## config.mk

```make
export PLATFORM = sky130hd
export DESIGN_NAME = ram_port_arbiter
export DESIGN_NICKNAME = d
export VERILOG_FILES = /design/src/rtl/spi_ram_pkg.sv /design/src/rtl/ram_port_arbiter_rr_arb2.sv /design/src/rtl/ram_port_arbiter.sv
export SDC_FILE = /design/constraint.sdc
export NUM_CORES = 1
export LEC_CHECK = 0
export CAP_MARGIN = 20
export CORE_UTILIZATION = 48
export CTS_CLUSTER_SIZE = 24
export DETAILED_ROUTE_END_ITERATION = 8
export PLACE_DENSITY = 0.84
export SLEW_MARGIN = 20
export SYNTH_ARGS = -nofsm -noshare
export SYNTH_HDL_FRONTEND = slang
export SYNTH_SLANG_ARGS = --single-unit
```

## constraint.sdc

```tcl
create_clock -name clk -period 3.3 [get_ports clk]
set_input_delay 0.495 -clock clk [delete_from_list [all_inputs] [get_ports clk]]
set_output_delay 0.495 -clock clk [all_outputs]
set_load 0.02 [all_outputs]
```

## src/rtl/spi_ram_pkg.sv

```systemverilog
`default_nettype none
// +-----------------------------------------------------------------------+
// | Package : spi_ram_pkg                                                 |
// | Shared SPI opcode constants and RAM port arbiter FSM encodings.       |
// | Rev 1.0 - initial release                                             |
// +-----------------------------------------------------------------------+
package spi_ram_pkg;

  // SPI command opcodes carried in the two MSBs of the command word
  localparam logic [1:0] OP_LD_WR_ADDR = 2'b00;
  localparam logic [1:0] OP_WRITE      = 2'b01;
  localparam logic [1:0] OP_LD_RD_ADDR = 2'b10;
  localparam logic [1:0] OP_READ       = 2'b11;

  // RAM port FSM states
  typedef enum logic [1:0] {
    ST_IDLE     = 2'd0,
    ST_SPI_ACC  = 2'd1,
    ST_HOST_ACC = 2'd2,
    ST_RD_WAIT  = 2'd3
  } state_t;

endpackage
`default_nettype wire

```

## src/rtl/ram_port_arbiter_rr_arb2.sv

```systemverilog
`default_nettype none
// +-----------------------------------------------------------------------+
// | Module : rr_arb2                                                      |
// | Two-requester round-robin arbiter. Request/grant bit 0 is SPI, bit 1  |
// | is host. Only contested decisions move the pointer, so two requesters |
// | colliding repeatedly alternate; SPI is favoured after reset.          |
// | Rev 1.0 - initial release                                             |
// +-----------------------------------------------------------------------+
module rr_arb2 (
  input  logic       clk,
  input  logic       rst_n,
  input  logic [1:0] req,
  input  logic       update,
  output logic [1:0] gnt
);

  // High when the host should win the next contested decision
  logic prefer_host;

  // Grant: single requester wins outright, contention resolved by pointer
  always_comb begin
    gnt = req;
    if (req[0] && req[1]) begin
      gnt = prefer_host ? 2'b10 : 2'b01;
    end
  end

  // Pointer flips to the loser whenever a contested grant is consumed
  always_ff @(posedge clk) begin
    if (!rst_n) begin
      prefer_host <= 1'b0;
    end else if (update && req[0] && req[1]) begin
      prefer_host <= gnt[0];
    end
  end

endmodule
`default_nettype wire

```

## src/rtl/ram_port_arbiter.sv

```systemverilog
`default_nettype none
// +-----------------------------------------------------------------------+
// | Module : ram_port_arbiter                                             |
// | Shares one single-port RAM between an SPI command stream and a local  |
// | host. SPI read/write commands are buffered in a one-entry holding     |
// | register; address-load commands bypass the RAM port entirely.         |
// | Rev 1.0 - initial release                                             |
// +-----------------------------------------------------------------------+
module ram_port_arbiter #(
  parameter int ADDR_W = 8,
  parameter int DATA_W = 8
) (
  input  logic              clk,
  input  logic              rst_n,
  input  logic [DATA_W+1:0] spi_rx_data,
  input  logic              spi_rx_valid,
  output logic [DATA_W-1:0] spi_tx_data,
  output logic              spi_tx_valid,
  input  logic              host_req,
  input  logic              host_we,
  input  logic [ADDR_W-1:0] host_addr,
  input  logic [DATA_W-1:0] host_wdata,
  output logic              host_gnt,
  output logic [DATA_W-1:0] host_rdata,
  output logic              host_rvalid,
  output logic              ram_en,
  output logic              ram_we,
  output logic [ADDR_W-1:0] ram_addr,
  output logic [DATA_W-1:0] ram_wdata,
  input  logic [DATA_W-1:0] ram_rdata,
  output logic              spi_ovf
);
  import spi_ram_pkg::*;

  state_t            state, state_nx;
  logic [ADDR_W-1:0] wr_addr, rd_addr;
  logic              hold_valid, hold_wr;
  logic [DATA_W-1:0] hold_data;
  logic              rd_spi;
  logic [1:0]        arb_gnt;

  logic [1:0]        rx_op;
  logic [DATA_W-1:0] rx_payload;
  logic              rx_acc_word, hold_clr, hold_load, rx_drop;

  assign rx_op       = spi_rx_data[DATA_W+1:DATA_W];
  assign rx_payload  = spi_rx_data[DATA_W-1:0];
  assign rx_acc_word = spi_rx_valid && (rx_op == OP_WRITE || rx_op == OP_READ);
  // The holding register frees up in the SPI_ACC cycle, so a word arriving
  // right then still fits.
  assign hold_clr    = (state == ST_SPI_ACC);
  assign hold_load   = rx_acc_word && (!hold_valid || hold_clr);
  assign rx_drop     = rx_acc_word && hold_valid && !hold_clr;

  // SPI request includes an incoming access word so an idle port can
  // start it on the very next cycle (gives the 3-cycle read latency).
  rr_arb2 u_rr_arb2 (
    .clk    (clk),
    .rst_n  (rst_n),
    .req    ({host_req, hold_valid || rx_acc_word}),
    .update (state == ST_IDLE),
    .gnt    (arb_gnt)
  );

  // FSM state register
  always_ff @(posedge clk) begin
    if (!rst_n) state <= ST_IDLE;
    else        state <= state_nx;
  end

  // Next state and RAM/grant drive; everything forced low while in reset
  always_comb begin
    state_nx  = state;
    ram_en    = 1'b0;
    ram_we    = 1'b0;
    ram_addr  = '0;
    ram_wdata = '0;
    host_gnt  = 1'b0;
    case (state)
      ST_IDLE: begin
        if (arb_gnt[0])      state_nx = ST_SPI_ACC;
        else if (arb_gnt[1]) state_nx = ST_HOST_ACC;
      end
      ST_SPI_ACC: begin
        ram_en    = 1'b1;
        ram_we    = hold_wr;
        ram_addr  = hold_wr ? wr_addr : rd_addr;
        ram_wdata = hold_data;
        state_nx  = hold_wr ? ST_IDLE : ST_RD_WAIT;
      end
      ST_HOST_ACC: begin
        ram_en    = 1'b1;
        ram_we    = host_we;
        ram_addr  = host_addr;
        ram_wdata = host_wdata;
        host_gnt  = 1'b1;
        state_nx  = host_we ? ST_IDLE : ST_RD_WAIT;
      end
      ST_RD_WAIT: state_nx = ST_IDLE;
      default:    state_nx = ST_IDLE;
    endcase
    if (!rst_n) begin
      ram_en    = 1'b0;
      ram_we    = 1'b0;
      ram_addr  = '0;
      ram_wdata = '0;
      host_gnt  = 1'b0;
    end
  end

  // Address registers loaded directly from SPI, truncated/extended to ADDR_W
  always_ff @(posedge clk) begin
    if (!rst_n) begin
      wr_addr <= '0;
      rd_addr <= '0;
    end else if (spi_rx_valid) begin
      if (rx_op == OP_LD_WR_ADDR) wr_addr <= ADDR_W'(rx_payload);
      if (rx_op == OP_LD_RD_ADDR) rd_addr <= ADDR_W'(rx_payload);
    end
  end

  // One-entry SPI holding register and sticky overflow flag
  always_ff @(posedge clk) begin
    if (!rst_n) begin
      hold_valid <= 1'b0;
      hold_wr    <= 1'b0;
      hold_data  <= '0;
      spi_ovf    <= 1'b0;
    end else begin
      if (hold_load) begin
        hold_valid <= 1'b1;
        hold_wr    <= (rx_op == OP_WRITE);
        hold_data  <= rx_payload;
      end else if (hold_clr) begin
        hold_valid <= 1'b0;
      end
      if (rx_drop) spi_ovf <= 1'b1;
    end
  end

  // Read-data return: route captured RAM data to whichever side issued it
  always_ff @(posedge clk) begin
    if (!rst_n) begin
      rd_spi       <= 1'b0;
      spi_tx_valid <= 1'b0;
      spi_tx_data  <= '0;
      host_rvalid  <= 1'b0;
      host_rdata   <= '0;
    end else begin
      rd_spi      <= (state == ST_SPI_ACC);
      host_rvalid <= 1'b0;
      if (state == ST_RD_WAIT) begin
        if (rd_spi) begin
          spi_tx_valid <= 1'b1;
          spi_tx_data  <= ram_rdata;
        end else begin
          host_rvalid  <= 1'b1;
          host_rdata   <= ram_rdata;
        end
      end
      // A newly accepted SPI read invalidates the previous result
      if (hold_load && rx_op == OP_READ) spi_tx_valid <= 1'b0;
    end
  end

endmodule
`default_nettype wire

```

; Yosys cells after proc, flatten, opt, wreduce, memory -nomap -nowiden
; Index checks and enable logic that the tools add are counted.
[totals]
reg_bits = 49
memories = 0
rom_bits = 0
in_bits = 39
output_inout_bits = 38
latchBits = 0
mem_bits_rw = 0
word_cells = 66
[classes]
add_sub_neg = 0
n_eq_ne = 7
n_mux = 21
div_mod_pow = 0
n_reduce_logical = 23
n_mul = 0
shifts = 0
n_lt_le_gt_ge = 0
n_bitwise = 2
[ops]
columns = cell, count
row1 = case mux 8 bit (2 select lines), 2
row2 = two-way mux 8 bit, 3
row3 = two-way mux 2 bit, 6
row4 = AND reduction 2 bit, 5
row5 = == test 2 bit (second input constant), 4
row6 = logical AND 1 bit, 8
row7 = two-way mux 1 bit, 8
row8 = case mux 2 bit (4 select lines), 1
row9 = == test 2 x 1 -> 1 bit (second input constant), 2
row10 = zero test 2 bit, 2
row11 = OR reduction 2 bit, 2
row12 = logical OR 1 bit, 3
row13 = inequality test 3 bit (second input constant), 1
row14 = zero test 1 bit, 2
row15 = inverter 1 bit, 2
row16 = case mux 1 bit (2 select lines), 1
row17 = nonzero test 2 bit, 1

; Logic depth before layout (Yosys ltp)
[depth]
word_depth = 9
depth_mapped = 6
depth_no_buf = 5

; Modules after synthesis
; A second synthesis with hierarchy kept.
[unflattened]
hier_cells = 264
area_unflattened_um2 = 2264.7
[modules_own_cells]
columns = module, seq_area_each_um2, cells_each, instances, area_per_inst_um2
row1 = ram_port_arbiter, 960.9, 256, 1, 2200.9
row2 = rr_arb2, 20.0, 8, 1, 63.8

; Worst setup path before layout
; Ideal clock, no wire load.
[synth_timing]
path_type = register to output
startpoint = reg state[1]
endpoint = out ram_wdata[6]
path_slack_ns = 1.382
arrival_time_ns = 1.423
path_buffers = 2
t_required_ns = 2.805
path_stages_with_launch = 7
cell_sequence = dfxtp_1 > inv_1 > ha_1 > buf_2 > buf_1 > a22oi_1 > nor2_1
[synth_between]
elab_chain_len = 3
elab_cells_between_ends = 4
classes_between = eq/ne: 2 / mux: 2
[synth_rtl]
columns = item, line
row1 = "start, declared", ram_port_arbiter.sv:35  ; state_t state, state_nx;
row2 = "start signal, assigned", ram_port_arbiter.sv:68  ; else state <= state_nx;
row3 = == test 2 x 1 -> 1 bit, --
row4 = named net hold_clr, ram_port_arbiter.sv:44  ; logic rx_acc_word, hold_clr, hold_load, rx_drop;
row5 = case mux 8 bit (2 select lines), ram_port_arbiter.sv:79  ; case (state)
row6 = two-way mux 8 bit, ram_port_arbiter.sv:102  ; if (!rst_n) begin
row7 = "end, declared", ram_port_arbiter.sv:29  ; output logic [DATA_W-1:0] ram_wdata,
; The timed path passes the listed nets, and every way through them passes these cells.

; Worst setup path after layout
[layout_timing]
startpoint = reg state[1]
endpoint = out ram_wdata[1]
; Same word-level chain as after synthesis.

==> flow_summary.toml <==
[route]
drt_wl_total_um = 5510
drtPass1Iterations = 4
postRouteAntennaNets = 0
num_vias = 2070
wl_per_cell_um = 14.5
via_per_inst = 5.46
drc = 0
drtIter0Drc = 94

[timing]
whs_ns = 0.455
slew_headroom = 0.488
timing.fmax_mhz = 348
drv_slew = 0
period_share = 0.870
rsz0062_at_grt = "no"
setup_violations = 0
finClkSkew_ns = 0.00572
setup-tns-final_ns = 0
tightest_slew_ns = 0.767
final-hold-violation-count = 0
fin_crit_ns = 2.87

[placement]
portBuffers = 76
postPlaceCellArea_um2 = 2960
dp_hpwl_um = 3810
gp_congestion = 0.802

[grt]
grt_pass1_vias = 2005
grt_pass1_wl_um = 9140
grt_max_degree = 47
globalRouteTotalUtil = 0.231
gr-total-overflow = 0
antenna_found_initial = 0

[worst_setup_path]
criticalPathCategory = "register to output port"
r2r-end = "hold_wr$_SDFFE_PN0P_"
regToRegSetupSlack_ns = 1.30
start_kind = "register"
r2r_start = "state[1]$_SDFFE_PN0P_"
critPathMaxFanout = 21
worstPathRequired_ns = 2.80
r2r_cells = 5
critical_path_arrival_ns = 2.37
end_kind = "output port"

[floorplan]
fp-row-count = 24
core_um2 = 4380
fp.dieW_um = 69.9
dieHeight_um = 69.9
start_util = 0.504
die-area_um2 = 4880
floorplan.io_pins = 77

[final_layout]
area_delta_synth_final_pct = 37.5
nets = 370
diodes = 0
layout-drive-gt1-share = 0.0581
postLayoutCellArea_um2 = 3040
final_util = 0.693

[clock_tree]
htreeDepth = 2
insertion_delay_ns = 0.30
root_buffer = "clkbuf_8"
clkSlewWorstSetupHoldPaths_ns = 0.09
cts_buffer_depth = 2
cts_sinks = 49
postCtsSetupBuffers = 0
ctsResizeCount = 0
postCtsHoldBufs = 0
cts_buffers = 5
cts_tree = "done"

[worst_hold_path]
hold_depth = 2
min_to = "host_rdata[2]$_SDFFE_PN0P_"
worstHoldStart = "host_rdata[2]$_SDFFE_PN0P_"
min_path_type = "register to register"

[synthesis]
ys_ff_latch = 49
synthCells = 260
syn_nets = 304
synthFlopType = "dfxtp_1"
synth_seq_area_share = 0.444
synthTopCellsByArea = "dfxtp_1 44%, mux2i_1 7.2%, a21oi_1 6.8%, nor2_1 5.9%, a22oi_1 5.8%"
synth_top_cells_by_count = "49 x dfxtp_1, 35 x nor2_1, 30 x a21oi_1, 30 x nand2_1, 17 x a22oi_1"
yosysTopAreaCell = "dfxtp_1"
syn_area_um2 = 2210
syn_avg_cell_area_um2 = 8.50
synth.top_cell.area_share = 0.444
yosysMostFrequentCell = "dfxtp_1"
synth-async-reset-ratio = 0
synth_edf_count = 0
synth_cell_types = 30
yosys_warnings = 0

[flow_run]
maxCapViolCount = 0

[outcome]
status = "finished clean"

[power_and_ir_drop]
p_leak_nw = 1.12
peakVddDrop_uv = 252
p_per_area_nw_per_um2 = 469
-- final cells by class --
cell class              instances  area (um^2)
clock buffers                   6         72.6
well taps                      52         65.1
multi-input cells             189         1130
flip-flops and latches         49          981
repair buffers                 77          768
fillers                       368         1350
inverters                       4         15.0
clock inverters                 2         10.0
-- critical path, stage by stage (launching register included) --
cell and delay [ns]:
dfxtp_1 0.35, inv_1 0.11, ha_1 0.65, a22oi_1 0.19, nor2_1 0.13, clkdlybuf4s50_1 0.63
-- per-stage QoR --
step	instances	power, mW	setup WS [ns]
floorplan	260	0.937	1.38
global placement	371	1.08	0.551
detailed placement	371	1.10	0.465
CTS	379	1.43	0.419
global route	379	1.50	0.233
finish	379	1.43	0.431
-- where the power goes --
part	total [mW]	internal (mW)	switching (mW)
Combinational	0.429	0.191	0.238
Sequential	0.655	0.625	0.0294
Clock	0.342	0.147	0.195
Total	1.43	0.963	0.462
-- cells by family (layout without fill, tap and decap cells) --
kind of cell	count (synthesis)	in the layout	share of synthesized area
buffers and inverters	22	89	0.0464
AOI/OAI and AO/OA	61	61	0.164
and+or+nand+nor	99	99	0.204
DFF	49	49	0.444
muxes	24	24	0.113
adders and majority gates	5	5	0.0283
-- placed cells by master, fill, tap and decap left out, types with 3 or more instances in the layout --
cell type	instances
a21oi_1	30
a22oi_1	17
and2_1	3
clkbuf_8	5
clkdlybuf4s50_1	76
dfxtp_1	49
ha_1	5
inv_1	3
mux2_2	8
mux2i_1	16
nand2_1	30
nand3_1	16
nor2_1	35
nor2b_1	5
o21ai_0	9
-- layer usage --
metal / global-route usage / share of wire / up-vias
met5: 0 / 0 / -
met4: 0.0711 / 0.013 / 0
met3: 0.0534 / 0.062 / 8
met2: 0.394 / 0.47 / 86
met1: 0.288 / 0.45 / 950
li1: - / - / 1026
-- flip-flops by register name (all words and copies together), names as in the netlist, 2 cells and up --
| register | count |
|---|---|
| state | 2 |
| wr_addr | 8 |
| hold_data | 8 |
| host_rdata | 8 |
| rd_addr | 8 |
| spi_tx_data | 8 |
-- worst max-delay path by stage --
stage | depth (start not counted) | slack (ns) | start | endpoint
after global routing | 5 | 0.23 | state[0]$_SDFFE_PN0P_ | ram_addr[4]
after CTS | 5 | 0.42 | state[1]$_SDFFE_PN0P_ | ram_wdata[1]
after floorplan | 6 | 1.38 | state[1]$_SDFFE_PN0P_ | ram_wdata[6]
after global placement | 4 | 0.55 | rst_n | ram_wdata[2]
final | 5 | 0.43 | state[1]$_SDFFE_PN0P_ | ram_wdata[1]
after detailed placement | 4 | 0.47 | rst_n | ram_wdata[1]
Power figures use the tool's default switching activity.
